### config.mk
export PLATFORM = sky130hd
export DESIGN_NAME = systolic_drain
export DESIGN_NICKNAME = d
export VERILOG_FILES = /design/src/rtl/systolic_drain.sv
export SDC_FILE = /design/constraint.sdc
export NUM_CORES = 1
export LEC_CHECK = 0
export CAP_MARGIN = 10
export CORE_ASPECT_RATIO = 0.8
export CORE_MARGIN = 5
export CORE_UTILIZATION = 55
export CTS_CLUSTER_DIAMETER = 30
export DETAILED_ROUTE_END_ITERATION = 10
export PLACE_DENSITY_LB_ADDON = 0.25
export SLEW_MARGIN = 0
export SYNTH_ARGS = -nofsm -noshare
export SYNTH_HDL_FRONTEND = slang
export SYNTH_SLANG_ARGS = --single-unit
### constraint.sdc
create_clock -name clk -period 2.32 [get_ports clk]
set_input_delay 0.348 -clock clk [delete_from_list [all_inputs] [get_ports clk]]
set_output_delay 0.348 -clock clk [all_outputs]
set_load 0.03 [all_outputs]
### src/rtl/systolic_drain.sv
// Output-side collector for the systolic shift array: re-aligns skewed lanes
// into whole rows and queues them in a small FIFO behind a valid/ready port.
module systolic_drain #(
    parameter int LANES = 8,
    parameter int DEPTH = 4
) (
    input  logic                     clk,
    input  logic                     rst,
    input  logic                     in_valid,
    input  logic [LANES-1:0]         in_bits,
    output logic [LANES-1:0]         out_data,
    output logic                     out_valid,
    input  logic                     out_ready,
    output logic [$clog2(DEPTH):0]   level,
    output logic                     overflow,
    input  logic                     ovf_clr
);

    localparam int AW = $clog2(DEPTH);
    localparam logic [AW:0] FULL_LEVEL = (AW + 1)'(DEPTH);

    logic [LANES-2:0] vpipe_reg;
    logic [LANES-1:0] row_bits;
    logic             row_valid;

    // Valid travels alongside lane 0, so it needs the same LANES-1 stages.
    always_ff @(posedge clk or posedge rst) begin
        if (rst) begin
            vpipe_reg <= '0;
        end else begin
            vpipe_reg[0] <= in_valid;
            for (int i = 1; i < LANES - 1; i++) begin
                vpipe_reg[i] <= vpipe_reg[i-1];
            end
        end
    end

    assign row_valid = vpipe_reg[LANES-2];

    genvar gi;
    generate
        for (gi = 0; gi < LANES - 1; gi++) begin : g_lane
            localparam int D = LANES - 1 - gi;
            logic [D-1:0] dly_reg;

            always_ff @(posedge clk or posedge rst) begin
                if (rst) begin
                    dly_reg <= '0;
                end else begin
                    dly_reg[0] <= in_bits[gi];
                    for (int k = 1; k < D; k++) begin
                        dly_reg[k] <= dly_reg[k-1];
                    end
                end
            end

            assign row_bits[gi] = dly_reg[D-1];
        end
    endgenerate

    // The last lane arrives exactly when the row is complete.
    assign row_bits[LANES-1] = in_bits[LANES-1];

    logic [LANES-1:0] mem [DEPTH];
    logic [AW-1:0]    wr_ptr_reg, wr_ptr_next;
    logic [AW-1:0]    rd_ptr_reg, rd_ptr_next;
    logic [AW:0]      level_reg, level_next;
    logic             ovf_reg, ovf_next;
    logic             full, pop, push, drop;

    assign out_valid = (level_reg != '0);
    assign full      = (level_reg == FULL_LEVEL);
    assign pop       = out_valid && out_ready;
    assign push      = row_valid && (!full || pop);
    assign drop      = row_valid && full && !pop;

    always_comb begin
        wr_ptr_next = wr_ptr_reg;
        rd_ptr_next = rd_ptr_reg;
        level_next  = level_reg;
        ovf_next    = ovf_reg;
        if (push) begin
            wr_ptr_next = wr_ptr_reg + AW'(1);
        end
        if (pop) begin
            rd_ptr_next = rd_ptr_reg + AW'(1);
        end
        if (push && !pop) begin
            level_next = level_reg + (AW + 1)'(1);
        end else if (pop && !push) begin
            level_next = level_reg - (AW + 1)'(1);
        end
        // A drop in the same cycle as a clear keeps the flag set.
        if (drop) begin
            ovf_next = 1'b1;
        end else if (ovf_clr) begin
            ovf_next = 1'b0;
        end
    end

    always_ff @(posedge clk or posedge rst) begin
        if (rst) begin
            wr_ptr_reg <= '0;
            rd_ptr_reg <= '0;
            level_reg  <= '0;
            ovf_reg    <= 1'b0;
        end else begin
            wr_ptr_reg <= wr_ptr_next;
            rd_ptr_reg <= rd_ptr_next;
            level_reg  <= level_next;
            ovf_reg    <= ovf_next;
        end
    end

    always_ff @(posedge clk) begin
        if (push) begin
            mem[wr_ptr_reg] <= row_bits;
        end
    end

    // Gate the head so an empty FIFO (including straight after reset) reads as zero.
    assign out_data = out_valid ? mem[rd_ptr_reg] : '0;
    assign level    = level_reg;
    assign overflow = ovf_reg;

endmodule

==> flow_summary_export.csv <==
group,metric,value,unit
floorplan,die_w,86.9,µm
finish,final_cells,232,
synth,yosysWarnings,0,
grt,grt_pass1_wl,6.49,mm
synth,ys_ff_latch,75,
synth,synthDistinctLibCells,22,
timing,finalCritPeriodShare,97.6,%
routing,num_vias,1181,
critical_path,path_depth,4,
placement,place_congestion,0.670,
routing,drcViolationCount,0,
routing,routedWlPerCell,16.7,µm
critical_path,worst-setup-path-type,"reg2out",
finish,num-fill-cells,294,
critical_path,path_cells,"buf_12, mux4_1, and2_1, clkdlybuf4s15_1",
pwr,p_leak,1.27,nW
clock_network,cts-root-buf,"clkbuf_8",
grt,grt_start_max_net_pins,44,
finish,area_delta_synth_final,20.1,%
floorplan,initial_core_util,56.6,%
timing,layout_setup_ws,0.0561,ns
placement,place_area,0.00295,mm²
timing,skew,0.0105,ns
finish,seq_area,0.00204,mm²
finish,stdcell_area,0.00313,mm²
critical_path,cp.required,1.97,ns
pwr,cellPowerDensity,1250,mW/mm²
grt,grt_pass1_vias,1321,
placement,dp_cells,213,
synth,synth_fp_nets,145,
routing,wirelength,3.88,mm
floorplan,core,0.00460,mm²
timing,setup_viol,0,
placement,dpl.hpwl,2.57,mm
run_status,status,"completed",
synth,synth_area,0.00260,mm²
timing,worst_pin_slew,0.513,ns
pwr,swShare,32.7,%
grt,antenna_found_initial,0,
pwr,ir_worst_vdd,0.595,mV
placement,post-place-ws,-0.0594,ns
min_path,hp-class,"reg2reg",
timing,relSlewSlack,65.8,%
critical_path,max_stage_delay,0.52,ns
finish,largest_reg_flops,32,
synth,syn_inst,126,
placement,io_buffer_count,25,
min_path,hold_path_depth,0,
clock_network,clockBufferDepth,2,
finish,multi_input_area,513,µm²
critical_path,reg2regPathDepth,8,
synth,syn_avg_cell_area,20.7,µm²
finish,layout-drive-gt1-share,23.8,%
pwr,power,3.91,mW
routing,via_per_inst,5.09,
grt,grt_overflow,0,
floorplan,die_h,71.5,µm
floorplan,rows,22,
timing,min_period,2.26,ns
routing,drt_pass1_iterations,4,
routing,final_antenna_net_count,0,
timing,hold_viol_final,0,
clock_network,cts_sinks,75,
grt,track_usage,14.6,%
timing,timing.hold.ws,0.340,ns
pwr,p_seq_share,44.7,%
critical_path,setup.worst_path.start_class,"flip-flop",
clock_network,clk_pin_slew,0.08,ns
critical_path,crit_buf_inv,2,
synth,seq_area_frac_synth,78.2,%
routing,drt_first_iter_violations,29,
clock_network,cts_buffers,9,
critical_path,cpMaxStageDelayCell,"mux4_1",
critical_path,crit_arrival,1.92,ns
timing,report.final.slew_viol_count,0,
timing,max_freq,0.442,GHz
finish,antennaDiodeCount,0,
clock_network,h-tree-depth,3,
pwr,internal_power,2.63,mW
pwr,p_comb_share,32.8,%
clock_network,cts_tree,"yes",
pwr,power_switching,1.28,mW
critical_path,cp_max_fo,8,
critical_path,cp-end-kind,"output pin",
critical_path,crit_family,"multiplexers",
floorplan,dieArea,0.00622,mm²
floorplan,num_io_pins,26,
flow_run,cap_violations,0,
pwr,p_clk_share,22.6,%
clock_network,clk_latency,0.34,ns
finish,fin_nets,186,
-- power groups by stage --
stage / sequential (mW) / clock, mW / combinational, mW
finish: 1.74 / 0.881 / 1.28
global route: 1.77 / 0.957 / 1.38
CTS: 1.74 / 0.902 / 1.28
detailed placement: 1.77 / 0 / 1.35
global placement: 1.75 / 0 / 1.30
floorplan: 1.78 / 0 / 0.829
-- placed cells by master, fill, tap and decap left out, drive strengths merged --
master | synthesis | layout
dfrtp | 43 | 43
nor2 | 1 | 1
clkdlybuf4s50 | 0 | 17
edfxtp | 32 | 32
o21ai | 1 | 1
nor2b | 1 | 1
inv | 5 | 7
clkdlybuf4s15 | 0 | 2
xor2 | 2 | 2
mux2 | 2 | 2
nand3 | 1 | 1
fa | 1 | 1
clkbuf | 1 | 16
buf | 3 | 9
mux4 | 8 | 8
nand2 | 2 | 2
ha | 5 | 5
dlygate4sd2 | 0 | 1
and2 | 12 | 12
or3 | 1 | 1
clkinv | 0 | 3
xnor2 | 4 | 4
nor4b | 1 | 1
-- metrics by stage --
step / TNS (ns) / util [%]
final: 0 / 68.0
after global routing: -0.00206 / 68.0
after CTS: 0 / 67.8
after detailed placement: -0.0980 / 64.2
after global placement: 0 / 64.2
after floorplan: 0 / -
-- Yosys cell counts --
cell type	n	share of area, %
nand2_1	2	0.29
fa_1	1	0.77
dfrtp_1	43	41
o21ai_0	1	0.19
buf_6	3	1.3
edfxtp_1	32	37
and2_1	8	1.9
nand3_1	1	0.19
clkbuf_1	1	0.14
or3_4	1	0.43
and2_2	4	1.2
mux2_4	1	0.58
ha_1	5	2.4
inv_1	5	0.72
xnor2_1	4	1.3
nor2b_1	1	0.24
mux4_2	1	0.86
xor2_1	2	0.67
nor4b_4	1	0.91
nor2_1	1	0.14
mux4_1	7	7.1
mux2_2	1	0.43
-- layer usage --
layer / part of all wire [%] / routed length, µm / track usage, %
met5: 0 / 0 / 0
met4: 1.9 / 72 / 7.96
met3: 5.2 / 203 / 4.71
met2: 55 / 2130 / 24.1
met1: 38 / 1470 / 16.9
-- logic make-up after synthesis --
group	synth area share, %
AO/OA/AOI/OAI	0.192
multiplexers	8.94
buffers and inverters	2.16
flip-flops	78.2
AND/OR/NAND/NOR	5.29
XOR/XNOR	2.02
adder cells (fa/ha/maj)	3.17
-- repair_timing --
item / CTS / global route
setup endpoints to repair: 8 / 8
hold buffers: 0 / 0
setup buffers: 0 / 3
resized for setup: 10 / 13
pin swaps: 0 / 1
-- cell type report --
class                   instances  share of cell area [%]
clock buffers                  11                    4.52
clock inverters                 5                    1.12
inverters                       5                   0.600
multi-input cells              42                    16.4
flip-flops and latches         75                    65.2
well taps                      60                    2.40
repair buffers                 34                    9.76
-- worst reg2reg max path, stage by stage, from the launching register on --
cell and delay [ns]:
dfrtp_2 0.45, or3_4 0.43, nand2_1 0.14, ha_2 0.21, inv_1 0.05, fa_1 0.39
xor2_1 0.16, nor2_1 0.11, xor2_1 0.17
-- final timing paths --
kind	start	end	slack [ns]
hold / removal	g_lane[1].dly_reg[4]	g_lane[1].dly_reg[5]	0.34
setup reg to reg	level[2]	level[2]	0.12
min in group asynchronous	rst	g_lane[4].dly_reg[1]	0.44
max in group asynchronous	rst	level[2]	1.50
hold reg to reg	g_lane[1].dly_reg[4]	g_lane[1].dly_reg[5]	0.34
setup / recovery	rd_ptr_reg[0]	out_data[0]	0.06
Note: power is estimated with default switching activity, not from simulation.
==> patch 1: new RTL, same flow settings <==
The parameter `DEPTH` goes from 4 to 2.
--- a/src/rtl/systolic_drain.sv
+++ b/src/rtl/systolic_drain.sv
@@ -3,5 +3,5 @@
 module systolic_drain #(
     parameter int LANES = 8,
-    parameter int DEPTH = 4
+    parameter int DEPTH = 2
 ) (
     input  logic                     clk,
Ports: changed (resized level); port bits go from 26 to 25. The function was not compared with the original's and may differ.
==> patch 1 against the unedited design <==
- synthesized cell count fell by 27%
- sequential cell count shrank 19
- cell area is 32% lower
- wire length is 47% lower
- register-to-register slack improved by 0.58 ns
- cell count down 29%
- total power down 36%
- setup slack better by 0.14 ns
- worst hold slack better by 0.014 ns
- synthesized area is 34% lower
- sequential power is 27% lower
- clock power down 46%
==> patch 1: results (changes against the unedited design) <==
sequential cell area: 0.00148 sq mm (-27%)
wire length per cell: 12.6 um (-25%)
number of flip-flops under the largest register name: 28 (-13%)
Largest stage delay, worst path: 0.70 ns (+0.18 ns)
gr usage total: 0.115 (-0.0314)
I/O Buffers: 24 (-4.0%)
vias: 754 (-36%)
leakage: 0.887 nW (-30%)
M2 GR Usage: 0.177 (-0.0636)
status: completed
cell depth of the worst flop-to-flop path: 7 (-1)
FILL cells: 215 (-27%)
Initial DRC Count: 21 (-28%)
Top delay family on crit path: buffers and inverters
Worst-Skew Late Latency: 0.29 ns (-0.05 ns)
buffering overhead: 0.121 (+0.0231)
wire length on met2: 960 um (-55%)
met1 usage: 0.134 (-0.0349)
multi-input gate count: 31 (-26%)
dpl hpwl: 1380 um (-46%)
total clock sinks: 56 (-25%)
Setup crit end: out_data[4]
Async SR Flop Fraction: 0.714 (+0.141)
largest net degree at the start of global routing: 41 (-6.8%)
global-route met3 utilization: 0.0521 (+0.00497)
patch 1: changes by cell type after synthesis, moves of 2 or more:
| cell | unedited run | this run |
|---|---|---|
| and2_2 | 4 | 0 |
| nor2_1 | 1 | 10 |
| ha_1 | 5 | 1 |
| and2_1 | 8 | 1 |
| mux4_1 | 7 | 0 |
| buf_6 | 3 | 0 |
| edfxtp_1 | 32 | 16 |
| dfrtp_1 | 43 | 40 |
| mux2i_1 | 0 | 8 |
| inv_1 | 5 | 3 |
patch 1: through the flow:
| step | instances | instance area [sq um] | worst slack, ns | power, mW | hold WS (ns) |
|---|---|---|---|---|---|
| 2_1_floorplan | 92 | 1730 | 0.685 | 1.75 | 0.331 |
| 3_3_place_gp | 157 | 2030 | 0.462 | 2.03 | 0.332 |
| 3_5_place_dp | 157 | 2030 | 0.396 | 2.06 | 0.336 |
| 4_1_cts | 164 | 2110 | 0.0677 | 2.54 | 0.357 |
| 5_1_grt | 164 | 2110 | 0.0886 | 2.66 | 0.363 |
| 6_report | 164 | 2110 | 0.198 | 2.52 | 0.354 |
patch 1: worst min path at each step:
stage                     slack, ns              endpoint            startpoint
after floorplan                0.33  g_lane[0].dly_reg[1]  g_lane[0].dly_reg[0]
after global placement         0.33  g_lane[4].dly_reg[2]  g_lane[4].dly_reg[1]
after detailed placement       0.34  g_lane[1].dly_reg[5]  g_lane[1].dly_reg[4]
after CTS                      0.36  g_lane[2].dly_reg[4]  g_lane[2].dly_reg[3]
after global routing           0.36  g_lane[1].dly_reg[4]  g_lane[1].dly_reg[3]
final                          0.35  g_lane[1].dly_reg[1]  g_lane[1].dly_reg[0]
patch 1: power by group:
group,switching (mW),internal [mW],total [mW]
combinational,0.424,0.345,0.769
clock,0.274,0.206,0.479
sequential,0.108,1.16,1.27
total,0.806,1.71,2.52
==> patch 2: new RTL, same flow settings <==
Made on the original files. Make the reset (`rst`) synchronous in 3 clocked blocks.
--- a/src/rtl/systolic_drain.sv
+++ b/src/rtl/systolic_drain.sv
@@ -25,5 +25,5 @@
 
     // Valid travels alongside lane 0, so it needs the same LANES-1 stages.
-    always_ff @(posedge clk or posedge rst) begin
+    always_ff @(posedge clk) begin
         if (rst) begin
             vpipe_reg <= '0;
@@ -44,5 +44,5 @@
             logic [D-1:0] dly_reg;
 
-            always_ff @(posedge clk or posedge rst) begin
+            always_ff @(posedge clk) begin
                 if (rst) begin
                     dly_reg <= '0;
@@ -99,5 +99,5 @@
     end
 
-    always_ff @(posedge clk or posedge rst) begin
+    always_ff @(posedge clk) begin
         if (rst) begin
             wr_ptr_reg <= '0;
Function: differs if rst is asserted again (counterexample within 10 cycles, from zero or initial values and one cycle with rst high); with rst held inactive, the same outputs for 10 cycles.
==> patch 2 against the unedited design <==
- total power fell by 10%
- synthesized area rose by 2.5%
- cell count rose by 21%
- global-route usage fell by 0.34 points
- sequential cell count rose by 2
- cell area rose by 4.2%
- clock power rose by 19%
- setup slack improved by 0.060 ns
- wire length fell by 2.6%
==> patch 2: results (changes against the unedited design) <==
Main synth FF type: dfxtp_1
reg2reg end: level[2]
H-tree lvl count: 3 (unchanged)
vias: 1359 (+15%)
share of layout cells above drive strength 1: 0.167 (-0.0710)
GP Congestion: 0.638 (-4.8%)
flop-to-flop setup slack: 0.18 ns (+0.06 ns)
Hold Path End: g_lane[3].dly_reg[2]
Mapped Nets: 198 (+37%)
cell internal pwr: 2.48 mW (-5.5%)
leakage: 1.23 nW (-2.8%)
post-synthesis cell type count: 23 (+4.5%)
Top delay family on crit path: buffers and inverters
Layout Nets: 235 (+26%)
placed instance area: 0.00304 sq mm (+3.0%)
Plain + repair buffers: 35 (+2.9%)
sequential cell area: 0.00186 sq mm (-8.7%)
Async SR Flop Fraction: 0 (-0.573)
gr usage total: 0.142 (-0.00340)
Clk pwr share: 0.299 (+0.073)
met3 wire len: 182 um (-10%)
dpl hpwl: 2640 um (+2.7%)
sequential element share of the synthesized area: 0.698 (-0.0844)
hold path start: g_lane[3].dly_reg[1]
Setup crit end: out_data[3]
status: completed
Place WS: -0.127 ns (-0.0674 ns)
Largest stage delay, worst path: 0.50 ns (-0.02 ns)
ClkCell Share: 0.0657 (+0.00927)
Synth top cells by count: dfxtp_1 (45), nor2b_1 (45), edfxtp_1 (32)
wire length on met2: 2010 um (-5.3%)
sequential cell count: 77 (+2.7%)
Setup Skew: 0.00939 ns (-0.00108 ns)
Initial DRC Count: 56 (+93%)
maximum vdd drop: 0.000960 V (+61%)
Logic inverters: 4 (-1)
global-route met3 utilization: 0.0590 (+0.0119)
Via density: 4.84 (-5.0%)
buffering overhead: 0.101 (+0.00301)
met1 usage: 0.154 (-0.0145)
Comb pwr share: 0.271 (-0.057)
wire length per cell: 13.4 um (-20%)
first-pass GRT wire length: 6530 um (+0.74%)
Inst Count DP: 265 (+24%)
M2 GR Usage: 0.237 (-0.00349)
multi-input logic area: 763 sq um (+49%)
Layout area overhead: 22.1%
M1 wire length: 1490 um (+0.75%)
Final WS setup: 0.116 ns (+0.0604 ns)
setup repair bufs after CTS: 0 (unchanged)
worst hold margin: 0.435 ns (+0.0946 ns)
P_comb: 0.948 mW (-26%)
cell count after synthesis: 179 (+42%)
slew margin rel.: 0.650 (-0.00777)
Cells on Worst Hold Path: 1 (+1)
CP Data Arrival Time: 1.86 ns (-0.06 ns)
max layer used: met4
FILL cells: 335 (+14%)
largest net degree at the start of global routing: 18 (-59%)
[patch 2: cell types whose count changed in the layout (fill, tap and decap cells not counted), sizes merged, moves of 3 or more]
cell	delta
nor2b	+44
dlygate4sd2	+7
a21oi	+3
and2	-8
nor2	+6
clkbuf	-6
dfrtp	-43
dfxtp	+45
xnor2	-4
[patch 2: timing repair]
| item | in CTS | in global routing |
|---|---|---|
| hold buffers | 0 | 0 |
| resized for setup | 9 | 2 |
| pin swaps | 0 | 0 |
| setup endpoints to repair | 9 | 1 |
[patch 2: cell families (layout without fill, tap and decap cells)]
kind of cell	Yosys count	after routing	synth area share
flip-flops	77	77	0.698
AND/OR/NAND/NOR	63	63	0.146
buffers and inverters	13	55	0.0220
multiplexers	11	11	0.0807
adder cells (fa/ha/maj)	6	6	0.0310
AO/OA/AOI/OAI	6	6	0.0122
XOR/XNOR	3	3	0.00985
